[src/rtl/fifo_sp_rd_ctrl.sv]
// Read-side controller for the single-port-RAM FIFO: pops words when the writer
// leaves the port free and streams them out through a 2-entry skid buffer.
module fifo_sp_rd_ctrl #(
  parameter int BIT_D = 32,
  parameter int CNT_W = 3
) (
  input  logic             clk_i,
  input  logic             arstn_i,
  input  logic             en_i,
  input  logic             wr_req_i,
  output logic             fifo_rd_o,
  output logic             fifo_sel_wr_rd_o,
  input  logic [BIT_D-1:0] fifo_data_i,
  input  logic             fifo_empty_i,
  input  logic [CNT_W-1:0] fifo_cnt_i,
  output logic [BIT_D-1:0] m_data_o,
  output logic             m_valid_o,
  input  logic             m_ready_i,
  output logic [15:0]      rd_words_o,
  output logic             busy_o
);

  typedef enum logic [1:0] {
    IDLE  = 2'd0,
    RUN   = 2'd1,
    FLUSH = 2'd2
  } state_t;

  state_t           state_q, state_d;
  logic             inflight_q, inflight_d;
  logic [1:0]       buf_cnt_q, buf_cnt_d;
  logic [BIT_D-1:0] buf0_q, buf0_d;
  logic [BIT_D-1:0] buf1_q, buf1_d;
  logic [15:0]      words_q, words_d;
  logic             pop;
  logic             take;
  logic             busy;
  logic [2:0]       occ;
  logic             unused_cnt;

  // The fill count is informational; flow control uses the empty flag only.
  assign unused_cnt = ^fifo_cnt_i;

  assign take = (buf_cnt_q != 2'd0) && m_ready_i;
  assign occ  = {1'b0, buf_cnt_q} + {2'b00, inflight_q};

  always_ff @(posedge clk_i or negedge arstn_i) begin
    if (!arstn_i) begin
      state_q <= IDLE;
    end else begin
      state_q <= state_d;
    end
  end

  always_comb begin
    state_d = state_q;
    case (state_q)
      IDLE: begin
        if (en_i) state_d = RUN;
        else      state_d = IDLE;
      end
      RUN: begin
        if (!en_i) state_d = FLUSH;
        else       state_d = RUN;
      end
      FLUSH: begin
        if (en_i)                                      state_d = RUN;
        else if (!inflight_q && (buf_cnt_q == 2'd0))   state_d = IDLE;
        else                                           state_d = FLUSH;
      end
      default: state_d = IDLE;
    endcase
  end

  // Pop is combinational so a writer request blocks it in the same cycle.
  always_comb begin
    pop  = 1'b0;
    busy = (state_q != IDLE);
    case (state_q)
      RUN: begin
        if (en_i && !fifo_empty_i && !wr_req_i && (occ < (3'd2 + {2'b00, take})))
          pop = 1'b1;
        else
          pop = 1'b0;
      end
      default: pop = 1'b0;
    endcase
  end

  always_comb begin
    buf0_d     = buf0_q;
    buf1_d     = buf1_q;
    buf_cnt_d  = buf_cnt_q;
    inflight_d = pop;
    if (take) words_d = words_q + 16'd1;
    else      words_d = words_q;
    // Head is always buf0; a take shifts buf1 forward, a capture fills the next free slot.
    case ({inflight_q, take})
      2'b10: begin
        if (buf_cnt_q == 2'd0) buf0_d = fifo_data_i;
        else                   buf1_d = fifo_data_i;
        buf_cnt_d = buf_cnt_q + 2'd1;
      end
      2'b01: begin
        buf0_d    = buf1_q;
        buf_cnt_d = buf_cnt_q - 2'd1;
      end
      2'b11: begin
        if (buf_cnt_q == 2'd1) begin
          buf0_d = fifo_data_i;
        end else begin
          buf0_d = buf1_q;
          buf1_d = fifo_data_i;
        end
      end
      default: begin
        buf_cnt_d = buf_cnt_q;
      end
    endcase
  end

  always_ff @(posedge clk_i or negedge arstn_i) begin
    if (!arstn_i) begin
      inflight_q <= 1'b0;
      buf_cnt_q  <= 2'd0;
      buf0_q     <= '0;
      buf1_q     <= '0;
      words_q    <= 16'd0;
    end else begin
      inflight_q <= inflight_d;
      buf_cnt_q  <= buf_cnt_d;
      buf0_q     <= buf0_d;
      buf1_q     <= buf1_d;
      words_q    <= words_d;
    end
  end

  assign fifo_rd_o        = pop;
  assign fifo_sel_wr_rd_o = pop;
  assign m_data_o         = buf0_q;
  assign m_valid_o        = (buf_cnt_q != 2'd0);
  assign rd_words_o       = words_q;
  assign busy_o           = busy;

endmodule

[config.mk]
export PLATFORM = sky130hd
export DESIGN_NAME = fifo_sp_rd_ctrl
export DESIGN_NICKNAME = d
export VERILOG_FILES = /design/src/rtl/fifo_sp_rd_ctrl.sv
export SDC_FILE = /design/constraint.sdc
export NUM_CORES = 1
export LEC_CHECK = 0
export ABC_AREA = 1
export CAP_MARGIN = 5
export CORE_MARGIN = 2
export CORE_UTILIZATION = 50
export DETAILED_ROUTE_END_ITERATION = 8
export PLACE_DENSITY = 0.81
export SLEW_MARGIN = 10
export SYNTH_ARGS = -nofsm -noshare
export SYNTH_HDL_FRONTEND = slang
export SYNTH_SLANG_ARGS = --single-unit
[constraint.sdc]
create_clock -name clk_i -period 2.9 [get_ports clk_i]
set_input_delay 0.58 -clock clk_i [delete_from_list [all_inputs] [get_ports clk_i]]
set_output_delay 0.58 -clock clk_i [all_outputs]
set_load 0.01 [all_outputs]
; ---- Word-level counts from Yosys, hierarchy flattened
; Cells that the tools add are included.
[word_totals]
register_bits = 85
in_bits = 41
output_inout_bits = 52
wordCells = 52
[op_classes]
addsub = 5
order_cmp = 1
n_eq_ne = 9
muxes = 14
n_reduce_logical = 17
[op_table]
columns = cell, n
row1 = 2-to-1 mux 32 bit, 4
row2 = case mux 32 bit (3 select lines), 1
row3 = case mux 32 bit (2 select lines), 1
row4 = adder 16 x 1 -> 16 bit (second input constant), 1
row5 = nonzero test 2 bit, 4
row6 = == test 2 x 1 -> 1 bit (second input constant), 3
row7 = == test 2 bit (second input constant), 3
row8 = 2-to-1 mux 2 bit, 3
row9 = != test 2 bit (second input constant), 3
row10 = case mux 2 bit (3 select lines), 1
row11 = logical AND 1 bit, 5
row12 = zero test 2 bit, 2
row13 = case mux 2 bit (2 select lines), 1
row14 = adder 2 x 1 -> 3 bit, 1
row15 = adder 2 x 1 -> 3 bit (first input constant), 1
row16 = zero test 1 bit, 3
row17 = less-than comparator 3 bit, 1
row18 = 2-to-1 mux 1 bit, 3
row19 = AND reduction 3 bit, 1
row20 = nonzero test 3 bit, 1
row21 = adder 2 x 1 -> 2 bit (second input constant), 1
row22 = AND reduction 2 bit, 1
row23 = subtractor 2 x 1 -> 2 bit (second input constant), 1

; ---- Depth between registers and ports, before layout
[logic_depth]
word_depth = 7
mapped_depth = 10
depth_no_buf = 10

; ---- Worst setup path before layout
; No wires, ideal clock.
[synth_path]
path_type = register to output
start = register buf_cnt_q[0]
end = output fifo_sel_wr_rd_o
arrival_ns = 1.441
required_ns = 2.320
slack_ns = 0.879
stages_incl_launch_ff = 8
path_buffers = 1
cell_sequence = dfrtp_1 > inv_1 > ha_1 > nor2_4 > inv_2 > o21ai_0 > and3_1 > buf_4
[synth_between]
elab_chain_cells = 7
elab_cells_between_ends = 8
cone_classes = add/sub (2) / order compare (1) / mux (2) / reduce/logical (3)
[synth_lines]
columns = element, line
row1 = start: declaration, 31  ; logic [1:0] buf_cnt_q, buf_cnt_d;
row2 = start signal: assignment, 131  ; buf_cnt_q <= buf_cnt_d;
row3 = nonzero test 2 bit, 44  ; assign take = (buf_cnt_q != 2'd0) && m_ready_i;
row4 = logical AND 1 bit, 44
row5 = adder 2 x 1 -> 3 bit, 81  ; if (en_i && !fifo_empty_i && !wr_req_i && (occ < (3'd2 + {2'b00, take})))
row6 = less-than comparator 3 bit (*), 81
row7 = logical AND 1 bit (*), 81
row8 = 2-to-1 mux 1 bit (*), 81
row9 = 2-to-1 mux 1 bit (*), 79  ; case (state_q)
row10 = end: declaration, 12  ; output logic fifo_sel_wr_rd_o,
; Every way passes the cells marked *; elsewhere a longest branch is shown, timed or not.

; ---- Final worst setup path
[layout_path]
start = input m_ready_i
end = output fifo_sel_wr_rd_o
[layout_between]
elab_chain_cells = 6
[layout_lines]
columns = element, line
row1 = start: declaration, 18  ; input logic m_ready_i,
row2 = logical AND 1 bit, 44
row3 = adder 2 x 1 -> 3 bit, 81
row4 = less-than comparator 3 bit, 81
row5 = logical AND 1 bit, 81
row6 = 2-to-1 mux 1 bit, 81
row7 = 2-to-1 mux 1 bit, 79
; Every way passes these cells.

==> impl_results.md <==
* WS Path Type: in2out
* Fmax at 408.4 MHz
* Final period util at 0.8443
* Power per Cell Area at between 900 and 1000 nW/um2
* Lkg Pwr at approximately 2.3 nW
* Setup TNS at 0 ps
* Final #Nets at approximately 500
* Num ports at 93
* Final setup skew at about 11 ps
* Avg Synthesized Cell Area at ~10 um2
* Area Overhead vs Synth at 33.17%
* Dpl cells at 552
* Overflow after GRT at 0
* Tot GR Track Use at 0.2120
* Routed length per instance at approximately 15 um
* RSZ-0062 raised after global routing: no
* Dpl ws at between 80 and 90 ps
* Slew @ Worst Pin at about 1000 ps
* Slew headroom at 0.3046
* Synth warnings at 0
* Sw Pwr at ~1.6 mW
* MaxCap Viol Count at 0
* Inserted Clock Buffers at 9
* Run status: complete, no violations
* Die Area at about 8300 um2
* Required @ worst endpoint at ~2300 ps
* CTS tree: done
* Yosys top cell by area: dfrtp_1
* Sequential Power Share at 0.400
* Initial antenna violation count at 0
* Clock Sinks at 85
* Final Slew Violations at 0
* Worst VDD drop at 511.2 uV
* Setup Viol. Count Final at 0
* Syn Inst Count at around 380
* DRC Markers at 0
* Synth unique cells at 26
* Vert. Die Dim at between 90 and 100 um
* Htree depth at 3
* Core area at 7331 um2
* Die outline width at a little over 90 um
* Reg2Reg Depth at 7
* Hold Path Class: in2async
* Diodes inserted at 0
* Sequential area share after synthesis at 0.5572
* CP Launch Type: input pin
* Post-Syn Area at 3817 um2
* Initial Utilization at 0.5207
* Drt via density at roughly 5.3
* First-pass GRT wire length at about 14 mm
* Clock-pin slew on the worst setup and hold paths at approximately 90 ps
* Hold_buf cts at 0
* Post-Layout Cell Count at 569
* Worst-path fanout max at 3
* Final Util at 0.6935
* Min cycle time layout at roughly 2400 ps
* Switching part of the total at 0.3158
* Synthesized flop and latch total at between 80 and 90
* Crit path capture: fifo_sel_wr_rd_o
* Routed via count at between 3000 and 4000
* DR pass1 iterations at 5
* Post-Syn Nets at 423
* Top cell type's share of synthesized area at 0.5572
* DRT Wirelength at between 8 and 9 mm
* Endpoint type of the worst setup path: output pin
* Hpwl dp at about 5.5 mm
* Power Total at ~5.1 mW
* Clock tree buffer depth at 2
* Largest net degree at the start of global routing at 86
* FF-to-FF End: m_data_o[13]$_DFFE_PN0P_
* Share of layout cells above drive strength 1 at 0.1340
* Iteration-0 DRC Markers at ~140
* Worst reg2reg setup slack at about 900 ps
* Final antenna-violating net count at 0
* Clk Latency, worst-skew pair at between 300 and 400 ps
* Layout fillers at 545
* Ranking of synthesized cells by area: dfrtp_1, mux2_2, nand2_1, nand3_1, a31oi_1
* Gpl congestion at slightly below 0.8
* Worst r2r src: buf_cnt_q[0]$_DFFE_PN0P_
* Hold Fails Final Rpt at 0
* CTS root buf: clkbuf_8
* Crit path arrival time at 1870 ps
* Setup crit start: m_ready_i
* Vias in the first global route at slightly above 3000
* Setup ws final at around 450 ps
* Cell Rows at 31
* Share of total power in the clock network at 0.231
* Gate power share at 0.369
* Internal power at ~3.5 mW
* Number of buffers inserted by port buffering at between 80 and 90
[worst min path at each step]
stage                         startpoint  slack, ps                          to  cells after the start
detailed placement  state_q[1]$_DFF_PN0_        490        state_q[0]$_DFF_PN0_                      1
global route                     arstn_i        480  rd_words_o[15]$_DFFE_PN0P_                      1
global placement    state_q[0]$_DFF_PN0_        450        state_q[0]$_DFF_PN0_                      1
finish                           arstn_i        390   rd_words_o[2]$_DFFE_PN0P_                      1
floorplan                        arstn_i        280       buf1_q[0]$_DFFE_PN0P_                      0
CTS                              arstn_i        440   rd_words_o[3]$_DFFE_PN0P_                      1
[area by class of cell]
| type | count | area (um2) | share of cell area |
|---|---|---|---|
| tap | 99 | 123.9 | 0.02437 |
| clock inverter | 6 | 158.9 | 0.03126 |
| sequential | 85 | 2127 | 0.4184 |
| timing repair buffer | 97 | 978.4 | 0.1925 |
| multi-input combinational | 253 | 1496 | 0.2944 |
| inverter | 19 | 71.32 | 0.01403 |
| clock buffer | 10 | 127.6 | 0.02510 |
[state kept, by name (all words and copies together) (netlist names)]
name        flops
inflight_q      1
buf_cnt_q       2
buf1_q         32
state_q         2
m_data_o       32
rd_words_o     16
[Yosys cell counts]
library cell	n
o21ai_0	4
nor2_4	2
clkbuf_1	6
mux2_2	32
o21bai_1	2
dfrtp_1	85
and3_1	1
buf_2	6
buf_4	4
a31oi_1	31
nand3b_1	2
o21ai_4	1
nor4_1	1
nor3_1	2
xnor2_1	4
xor2_1	6
buf_8	3
a21oi_1	3
nor2_2	1
ha_1	6
nand4_1	4
nand2_1	67
inv_2	2
inv_1	17
nand3_1	40
nor2_1	44
[logic make-up after synthesis]
logic type / Yosys count / share of synthesized area
xor gates and xnor gates: 10 / 0.02294
and+or+nand+nor: 164 / 0.1855
buffers and inverters: 38 / 0.05211
adders and majority gates: 6 / 0.01967
muxes: 32 / 0.09440
AOI/OAI and AO/OA: 41 / 0.06817
DFF: 85 / 0.5572
[placed cells by master (no fill, tap or decap), drive strengths merged, types with 5 or more instances in the layout]
cell	instances
nor2	47
nand2	67
clkdlybuf4s50	86
a31oi	31
mux2	32
xor2	6
clkbuf	10
o21ai	5
buf	9
bufinv	5
inv	19
dfrtp	85
nand3	40
ha	6
[power groups by stage]
stage | logic [mW] | clock network, mW | registers (mW)
after floorplan | 0.927 | 0 | 2.10
after global placement | 1.81 | 0 | 2.01
final | 1.86 | 1.17 | 2.02
after global routing | 2.04 | 1.24 | 2.10
after detailed placement | 1.86 | 0 | 2.04
after CTS | 1.88 | 1.18 | 2.02
[layer usage]
layer,track usage,share of wire,vias up
met3,0.04564,0.048,14
met5,0,0,-
met1,0.2656,0.43,1463
met4,0.1086,0.019,0
met2,0.3469,0.50,106
li1,-,-,1445
[metrics by stage]
step / hold WS [ps] / cell area, um2
4_1_cts: 443.4 / 5071
5_1_grt: 478.0 / 5084
2_1_floorplan: 284.4 / 3817
3_3_place_gp: 452.5 / 4785
6_report: 391.3 / 5084
3_5_place_dp: 491.2 / 4785
[timing repair]
item	in CTS	in global routing
endpoints found under the hold margin	0	0
resized for setup	0	2
endpoints found under the setup margin	0	2
setup buffers	0	1
[critical path: stages]
cell and delay (ps):
clkdlybuf4s50_1 530, inv_2 70, nor2_4 100, inv_2 50
o21ai_0 160, and3_1 210, dlymetal6s2s_1 170
Power figures use the tool's default switching activity.
